===== config.mk =====
export PLATFORM = sky130hd
export DESIGN_NAME = wb_burst_master_flat
export DESIGN_NICKNAME = d
export VERILOG_FILES = /design/src/rtl/wb_burst_pkg.sv /design/src/rtl/wishbone_b3.sv /design/src/rtl/wb_burst_master.sv /design/src/flat_wrapper.sv
export SDC_FILE = /design/constraint.sdc
export NUM_CORES = 1
export LEC_CHECK = 0
export BUFFER_PORTS_ARGS = -buffer_cell sky130_fd_sc_hd__buf_2
export CORE_MARGIN = 2
export CORE_UTILIZATION = 35
export CTS_CLUSTER_DIAMETER = 120
export DETAILED_ROUTE_END_ITERATION = 8
export HOLD_SLACK_MARGIN = 0.02
export PLACE_DENSITY_LB_ADDON = 0.2
export SYNTH_ARGS = -nofsm -noshare
export SYNTH_HDL_FRONTEND = slang
export SYNTH_SLANG_ARGS = --single-unit

===== constraint.sdc =====
create_clock -name clk -period 2.4 [get_ports clk]
set_input_delay 0 -clock clk [delete_from_list [all_inputs] [get_ports clk]]
set_output_delay 0 -clock clk [all_outputs]
set_load 0.1 [all_outputs]

===== src/rtl/wb_burst_pkg.sv =====
// rtl/wb_burst_pkg.sv - FSM state type and Wishbone cycle-type constants for wb_burst_master
package wb_burst_pkg;

  typedef enum logic [1:0] {IDLE, BURST, STALL, FINISH} state_t;

  localparam logic [2:0] CTI_CLASSIC = 3'b000;
  localparam logic [2:0] CTI_INCR    = 3'b010;
  localparam logic [2:0] CTI_EOB     = 3'b111;
  localparam logic [1:0] BTE_LINEAR  = 2'b00;
  localparam int         TIMEOUT_LIMIT = 255;

endpackage


===== src/rtl/wishbone_b3.sv =====
// rtl/wishbone_b3.sv - Wishbone B3 signal bundle with master and slave modports
interface wishbone_b3 #(
  parameter int data_width = 32,
  parameter int addr_width = 8
) ();
  logic                    cyc;
  logic                    stb;
  logic                    we;
  logic [addr_width-1:0]   adr;
  logic [data_width/8-1:0] sel;
  logic [2:0]              cti;
  logic [1:0]              bte;
  logic [data_width-1:0]   dat_m2s;
  logic [data_width-1:0]   dat_s2m;
  logic                    ack;
  logic                    err;
  logic                    rty;

  modport master (output cyc, stb, we, adr, sel, cti, bte, dat_m2s,
                  input  dat_s2m, ack, err, rty);
  modport slave  (input  cyc, stb, we, adr, sel, cti, bte, dat_m2s,
                  output dat_s2m, ack, err, rty);
endinterface


===== src/rtl/wb_burst_master.sv =====
// rtl/wb_burst_master.sv - command-driven Wishbone B3 incrementing-burst master
// Optional ack watchdog: define WB_BURST_MASTER_TIMEOUT_EN.
module wb_burst_master
  import wb_burst_pkg::*;
#(
  parameter int data_width = 32,
  parameter int addr_width = 8,
  parameter int max_burst  = 8
) (
  input  logic                         clk,
  input  logic                         rst,
  wishbone_b3.master                   bus,
  input  logic                         cmd_valid,
  output logic                         cmd_ready,
  input  logic                         cmd_we,
  input  logic [addr_width-1:0]        cmd_addr,
  input  logic [$clog2(max_burst)-1:0] cmd_len,
  input  logic [data_width-1:0]        wr_data,
  input  logic                         wr_valid,
  output logic                         wr_ready,
  output logic [data_width-1:0]        rd_data,
  output logic                         rd_valid,
  output logic                         done,
  output logic                         error
);

  localparam int                    lw    = $clog2(max_burst);
  localparam logic [addr_width-1:0] step  = addr_width'(data_width / 8);
  localparam logic [addr_width-1:0] amask = addr_width'(data_width / 8 - 1);

  state_t                state;
  logic                  cyc_r;
  logic                  stb_en;
  logic                  we_r;
  logic [addr_width-1:0] adr_r;
  logic [2:0]            cti_r;
  logic [lw-1:0]         cnt;
  logic                  ack_ok;
  logic                  beat;
  logic                  abort;
  logic                  timeout;

  // Write strobes follow the data stream directly so stb is low in exactly the starved cycles.
  assign bus.stb     = stb_en & (~we_r | wr_valid);
  assign bus.cyc     = cyc_r;
  assign bus.we      = we_r;
  assign bus.adr     = adr_r;
  assign bus.cti     = cti_r;
  assign bus.sel     = '1;
  assign bus.bte     = BTE_LINEAR;
  assign bus.dat_m2s = wr_data;

  // ack together with rty is illegal on the bus; the retry wins and the beat waits.
  assign ack_ok    = bus.ack & ~bus.rty;
  assign beat      = bus.stb & ack_ok & ~bus.err;
  assign abort     = (bus.stb & bus.err) | timeout;
  assign wr_ready  = beat & we_r;
  assign cmd_ready = (state == IDLE);

`ifdef WB_BURST_MASTER_TIMEOUT_EN
  logic [7:0] wd;

  always_ff @(posedge clk or posedge rst) begin
    if (rst)
      wd <= '0;
    else if (bus.stb & ~ack_ok)
      wd <= wd + 8'd1;
    else
      wd <= '0;
  end

  assign timeout = bus.stb & ~ack_ok & (wd == 8'(TIMEOUT_LIMIT - 1));
`else
  assign timeout = 1'b0;
`endif

  always_ff @(posedge clk or posedge rst) begin
    if (rst) begin
      state    <= IDLE;
      cyc_r    <= 1'b0;
      stb_en   <= 1'b0;
      we_r     <= 1'b0;
      adr_r    <= '0;
      cti_r    <= CTI_CLASSIC;
      cnt      <= '0;
      rd_data  <= '0;
      rd_valid <= 1'b0;
      done     <= 1'b0;
      error    <= 1'b0;
    end else begin
      rd_valid <= 1'b0;
      done     <= 1'b0;
      error    <= 1'b0;
      case (state)
        IDLE: begin
          if (cmd_valid) begin
            cyc_r  <= 1'b1;
            stb_en <= 1'b1;
            we_r   <= cmd_we;
            adr_r  <= cmd_addr & ~amask;
            cnt    <= cmd_len;
            cti_r  <= (cmd_len == '0) ? CTI_EOB : CTI_INCR;
            state  <= (cmd_we & ~wr_valid) ? STALL : BURST;
          end
        end
        BURST, STALL: begin
          if (abort) begin
            cyc_r  <= 1'b0;
            stb_en <= 1'b0;
            we_r   <= 1'b0;
            cti_r  <= CTI_CLASSIC;
            done   <= 1'b1;
            error  <= 1'b1;
            state  <= FINISH;
          end else if (beat) begin
            adr_r <= adr_r + step;
            if (!we_r) begin
              rd_data  <= bus.dat_s2m;
              rd_valid <= 1'b1;
            end
            if (cnt == '0) begin
              cyc_r  <= 1'b0;
              stb_en <= 1'b0;
              we_r   <= 1'b0;
              cti_r  <= CTI_CLASSIC;
              done   <= 1'b1;
              state  <= FINISH;
            end else begin
              cnt   <= cnt - lw'(1);
              cti_r <= (cnt == lw'(1)) ? CTI_EOB : CTI_INCR;
              state <= BURST;
            end
          end else begin
            state <= (we_r & ~wr_valid) ? STALL : BURST;
          end
        end
        FINISH:  state <= IDLE;
        default: state <= IDLE;
      endcase
    end
  end

endmodule


===== src/flat_wrapper.sv =====
// flat-port wrapper written by rule: the top's interface ports become plain ports
module wb_burst_master_flat import wb_burst_pkg::*;
#(
  parameter int data_width = 32,
  parameter int addr_width = 8,
  parameter int max_burst  = 8
)
  (clk, rst, cmd_valid, cmd_ready, cmd_we, cmd_addr, cmd_len, wr_data, wr_valid, wr_ready, rd_data, rd_valid, done, error, bus_cyc, bus_stb, bus_we, bus_adr, bus_sel, bus_cti, bus_bte, bus_dat_m2s, bus_dat_s2m, bus_ack, bus_err, bus_rty);
  wishbone_b3 #(.data_width(data_width), .addr_width(addr_width)) bus_i ();
  input  logic clk;
  input  logic rst;
  input  logic cmd_valid;
  output logic cmd_ready;
  input  logic cmd_we;
  input  logic [addr_width-1:0] cmd_addr;
  input  logic [$clog2(max_burst)-1:0] cmd_len;
  input  logic [data_width-1:0] wr_data;
  input  logic wr_valid;
  output logic wr_ready;
  output logic [data_width-1:0] rd_data;
  output logic rd_valid;
  output logic done;
  output logic error;
  output wire logic [$bits(bus_i.cyc)-1:0] bus_cyc;
  output wire logic [$bits(bus_i.stb)-1:0] bus_stb;
  output wire logic [$bits(bus_i.we)-1:0] bus_we;
  output wire logic [$bits(bus_i.adr)-1:0] bus_adr;
  output wire logic [$bits(bus_i.sel)-1:0] bus_sel;
  output wire logic [$bits(bus_i.cti)-1:0] bus_cti;
  output wire logic [$bits(bus_i.bte)-1:0] bus_bte;
  output wire logic [$bits(bus_i.dat_m2s)-1:0] bus_dat_m2s;
  input wire logic [$bits(bus_i.dat_s2m)-1:0] bus_dat_s2m;
  input wire logic [$bits(bus_i.ack)-1:0] bus_ack;
  input wire logic [$bits(bus_i.err)-1:0] bus_err;
  input wire logic [$bits(bus_i.rty)-1:0] bus_rty;
  assign bus_cyc = bus_i.cyc;
  assign bus_stb = bus_i.stb;
  assign bus_we = bus_i.we;
  assign bus_adr = bus_i.adr;
  assign bus_sel = bus_i.sel;
  assign bus_cti = bus_i.cti;
  assign bus_bte = bus_i.bte;
  assign bus_dat_m2s = bus_i.dat_m2s;
  assign bus_i.dat_s2m = bus_dat_s2m;
  assign bus_i.ack = bus_ack;
  assign bus_i.err = bus_err;
  assign bus_i.rty = bus_rty;
  wb_burst_master #(.data_width(data_width), .addr_width(addr_width), .max_burst(max_burst)) u_core (.clk(clk), .rst(rst), .bus(bus_i), .cmd_valid(cmd_valid), .cmd_ready(cmd_ready), .cmd_we(cmd_we), .cmd_addr(cmd_addr), .cmd_len(cmd_len), .wr_data(wr_data), .wr_valid(wr_valid), .wr_ready(wr_ready), .rd_data(rd_data), .rd_valid(rd_valid), .done(done), .error(error));
endmodule

Word level (Yosys, flattened, before mapping)
Cells that the tools add are included.
{ "totals": {"in_bits": 83, "ff_bits": 53, "word_cells": 86} }
{ "classes": {"n_addsub": 2, "reduce_logical": 10, "n_bitwise": 14, "eq_ne": 10, "muxes": 40} }
{ "op_table": {"columns": ["cell", "n"], "rows": [
  ["2-to-1 mux 3 bit", 10],
  ["2-to-1 mux 8 bit", 3],
  ["case mux 8 bit (2 select lines)", 1],
  ["2-to-1 mux 1 bit", 15],
  ["2-to-1 mux 2 bit", 6],
  ["case mux 3 bit (2 select lines)", 2],
  ["AND reduction 4 bit", 3],
  ["adder 8 x 3 -> 8 bit, second input constant", 1],
  ["bitwise AND 1 bit", 8],
  ["zero test 3 bit", 2],
  ["!= test 2 bit, second input constant", 3],
  ["!= test 3 x 1 -> 1 bit, second input constant", 2],
  ["case mux 2 bit (3 select lines)", 1],
  ["NOT 1 bit", 5],
  ["AND reduction 5 bit", 1],
  ["== test 2 bit, second input constant", 2],
  ["case mux 1 bit (2 select lines)", 2],
  ["== test 3 x 1 -> 1 bit, second input constant", 1],
  ["AND reduction 3 bit", 1],
  ["subtractor 3 x 1 -> 3 bit, second input constant", 1],
  ["== test 2 x 1 -> 1 bit, second input constant", 1],
  ["zero test 2 bit", 1],
  ["!= test 2 x 1 -> 1 bit, second input constant", 1],
  ["nonzero test 2 bit", 1],
  ["other kinds (2)", 2]
]} }

Logic depth before layout (Yosys ltp)
{ "depth": {"ltp_word": 8, "depth_mapped": 7} }

Least setup slack after synthesis
No wires, ideal clock.
{ "synth_path": {"kind": "reg-to-reg", "start": "reg, netlist name u_core.bus.cyc", "end": "reg u_core.adr_r[4] (netlist: u_core.bus.adr[4])", "synth_period_minus_slack_ps": 2492, "stages_incl_launch_ff": 5, "slack_ps": -92, "arrival_time_ps": 2355, "cell_sequence": "dfrtp_1 clkbuf_2 and2_1 a41o_1 a21oi_1"} }
{ "synth_lines": {"columns": ["element", "line_no", "rtl"], "rows": [
  ["end signal, assigned", "wb_burst_master.sv:100", "adr_r <= cmd_addr & ~amask;"],
  ["end signal, assigned", "wb_burst_master.sv:116", "adr_r <= adr_r + step;"],
  ["end, declared", "wb_burst_master.sv:35", "logic [addr_width-1:0] adr_r;"]
]} }

Final worst setup path
{ "layout_path": {"start": "reg u_core.state[1]", "end": "reg u_core.rd_data[18]"} }
{ "layout_via": {"elab_chain_cells": 3} }
{ "layout_rtl": {"columns": ["element", "line_no", "rtl"], "rows": [
  ["start, declared", "wb_burst_master.sv:31", "state_t state;"],
  ["start signal, assigned", "wb_burst_master.sv:103", "state <= (cmd_we & ~wr_valid) ? STALL : BURST;"],
  ["start signal, assigned", "wb_burst_master.sv:134", "state <= (we_r & ~wr_valid) ? STALL : BURST;"],
  ["== test 2 x 1 -> 1 bit / == test 2 bit (equally long branches)", "wb_burst_master.sv:94", "case (state)"],
  ["OR reduction 2 bit (*)", "wb_burst_master.sv:94", null],
  ["AND reduction 4 bit (no line) (*)", null, null],
  ["end signal, assigned", "wb_burst_master.sv:118", "rd_data <= bus.dat_s2m;"],
  ["end, declared", "wb_burst_master.sv:21", "output logic [data_width-1:0] rd_data,"]
]} }
Mark *: on every way between the ends. The rest lies on a longest branch, timed or not.
A chain may end at the register's enable or synchronous reset.

==> metrics <==
synthesized area per cell between 10 and 15 um^2; total track usage between 15 and 20%; final critical-path share of the clock period a little under nine tenths; drt first pass iters 4; cells resized by post-CTS repair 0; Fillers 696; CP required around 2.6 ns; placed inst area roughly 0.0031 mm^2; Synth Instances 242; CP max stage cell or3_2; Distinct cells, synth between 40 and 50; Rel. slew slack around a third; dominant synthesized flop cell dfrtp_1; Critical Path Start Type flip-flop; Final min period 2.06 ns; share of cells above drive strength 1 between 30% and 40%; H-tree depth 2; initial antenna violation count 0; Synth warnings 0; RePlAce Congestion between 0.8 and 0.9; post-CTS setup repair buffer count 0; Starting DRT DRC Count 70; number of synthesized flops with an enable pin 0; # DRC 0; Clock transition at path regs 0.10 ns; sequential share of the synthesized area between 40% and 50%; Worst Skew around 0.011 ns; Area Growth Syn to Fin 42.1%; Final Setup Violations 0; multi-input combinational cell area roughly 0.0012 mm^2; CTS sink cnt 50; hold_buf cts 76; f_max just under 500 MHz; Starting Density ~36%; DRT antenna net count 0; Min-Delay Path Class in -> reg; Top Ports between 150 and 200; clock root cell clkbuf_8; vias in the first global route approximately 2,200; worst hold slack around 0.10 ns; Die W between 90 and 100 um; most frequent cells in the layout buf_2, dlygate4sd3_1, dfrtp_1; CP Data Arrival Time ~2.3 ns; DP Wirelength 4.43 mm; total number of vias 2,291; max-slew violations 0; post-route cell area approximately 0.0040 mm^2; MaxCap Viol Count 0; number of vias per cell between 4 and 5; synthesized area between 0.002 and 0.003 mm^2; largest net degree at the start of global routing 34; Die Y-Extent 93.3 um; number of antenna repair diodes 0; status finished, final reports clean; input/output buffers 97; register area between 0.001 and 0.0015 mm^2; Async S/R FF share, synth 100%; total length of routed wires between 6 and 7 mm; unrepaired setup endpoints after global routing no; max incr delay on CP about 0.53 ns; CTS Buf Count 5; GRT overflow 0; row count 32; clock latency on the worst-skew pair 0.31 ns; CP dominant cell by count inv_1; crit path max fanout 33; Crit Path Class reg -> reg; Tightest Pin Transition 0.980 ns; nets around 470; first-pass GRT wire length 10.5 mm; Seq cells post-synth 50; crit-path cells inv_1 > ha_1 > inv_1 > or3_2 > buf_12 > mux2_4; CTS tree yes; CORE AREA around 0.0077 mm^2; most common cell after layout, fill and taps aside buf_2; Final Hold Fails 0; Clock Path Buffers 2; Crit. End Element flip-flop; Wirelength per Cell about 14 um; die area 0.00871 mm^2; TNS Setup 0 ns
-- cells by family after synthesis --
group                    synth area share, %
AO/OA/AOI/OAI                           8.11
adder cells (fa/ha/maj)                 3.14
buffers and inverters                   14.7
flip-flops                              44.8
multiplexers                            17.2
other                                  0.269
AND/OR/NAND/NOR                         11.7
-- final cells by class --
cell class	instances	share of cell area, %
Tap cell	102	3.22
Clock inverter	3	0.725
Timing Repair Buffer	179	32.8
Sequential cell	50	31.5
Multi-Input combinational cell	138	29.1
Clock buffer	5	1.73
Inverter	9	0.851
-- Yosys cell counts (2+ instances only) --
cell type	n	area share, %
dfrtp_1	50	45
buf_4	41	11
mux2_4	29	16
nor2_1	10	1.3
inv_1	9	1.2
nand3_1	9	1.6
ha_1	7	3.1
nand2_1	7	0.94
nor3_1	6	1.1
o21ai_0	5	0.90
buf_6	4	1.6
mux2_2	4	1.6
nand2b_1	4	0.90
o22ai_1	4	0.90
a211oi_1	3	0.81
a21oi_1	3	0.54
a22oi_1	3	0.81
and2_1	3	0.67
clkbuf_1	3	0.40
nand4_1	3	0.67
nor2b_1	3	0.67
nor4_1	3	0.67
a2bb2oi_1	2	0.63
and3_1	2	0.45
conb_1	2	0.27
o211a_1	2	0.72
o211ai_1	2	0.54
o311a_1	2	0.72
or3_1	2	0.45
-- path summary, 6_finish.rpt --
path                       slack, ns  cells past startpoint         startpoint                 end
min in group asynchronous       0.20                      3                rst   u_core.bus.adr[2]
min                             0.10                      4           wr_valid     u_core.state[0]
max in group asynchronous       1.62                      4                rst  u_core.rd_data[18]
max reg2reg                     0.34                      6    u_core.state[1]  u_core.rd_data[18]
min reg2reg                     0.51                      1  u_core.rd_data[2]   u_core.rd_data[2]
max                             0.34                      6    u_core.state[1]  u_core.rd_data[18]
-- critical path, delay by kind of cell (launching register included) --
| kind | cells | cell delay, ns |
|---|---|---|
| and+or+nand+nor | 1 | 0.53 |
| buffers and inverters | 3 | 0.41 |
| DFF | 1 | 0.38 |
| muxes | 1 | 0.33 |
| adders and majority gates | 1 | 0.28 |
-- sequential cells by signal, summed over array words and instances, names as in the netlist --
| name | cells |
|---|---|
| u_core.cnt | 3 |
| u_core.bus.adr | 6 |
| u_core.bus.cyc | 1 |
| u_core.rd_valid | 1 |
| u_core.bus.cti | 2 |
| u_core.bus.we | 1 |
| u_core.done | 1 |
| u_core.state | 2 |
| u_core.rd_data | 32 |
| u_core.error | 1 |
-- routing by layer --
metal  vias to the layer above  track usage (%)  share of wire [%]
met4                         0             3.43               0.70
li1                       1084                -                  -
met2                       114             24.9                 46
met5                         -                0                  0
met3                         5             3.14                8.2
met1                      1088             20.9                 45
-- per-stage QoR --
step                      setup WS, ns  util [%]  instances
final                            0.339      51.4        486
after floorplan                 0.0886         -        248
after detailed placement         0.345      40.3        402
after global placement           0.405      40.3        402
after global routing             0.252      51.4        486
after CTS                        0.325      51.4        486
Power is left out: the tool's default activity adds up to more than one toggle a clock period on the data nets, which glitch-free logic cannot reach.
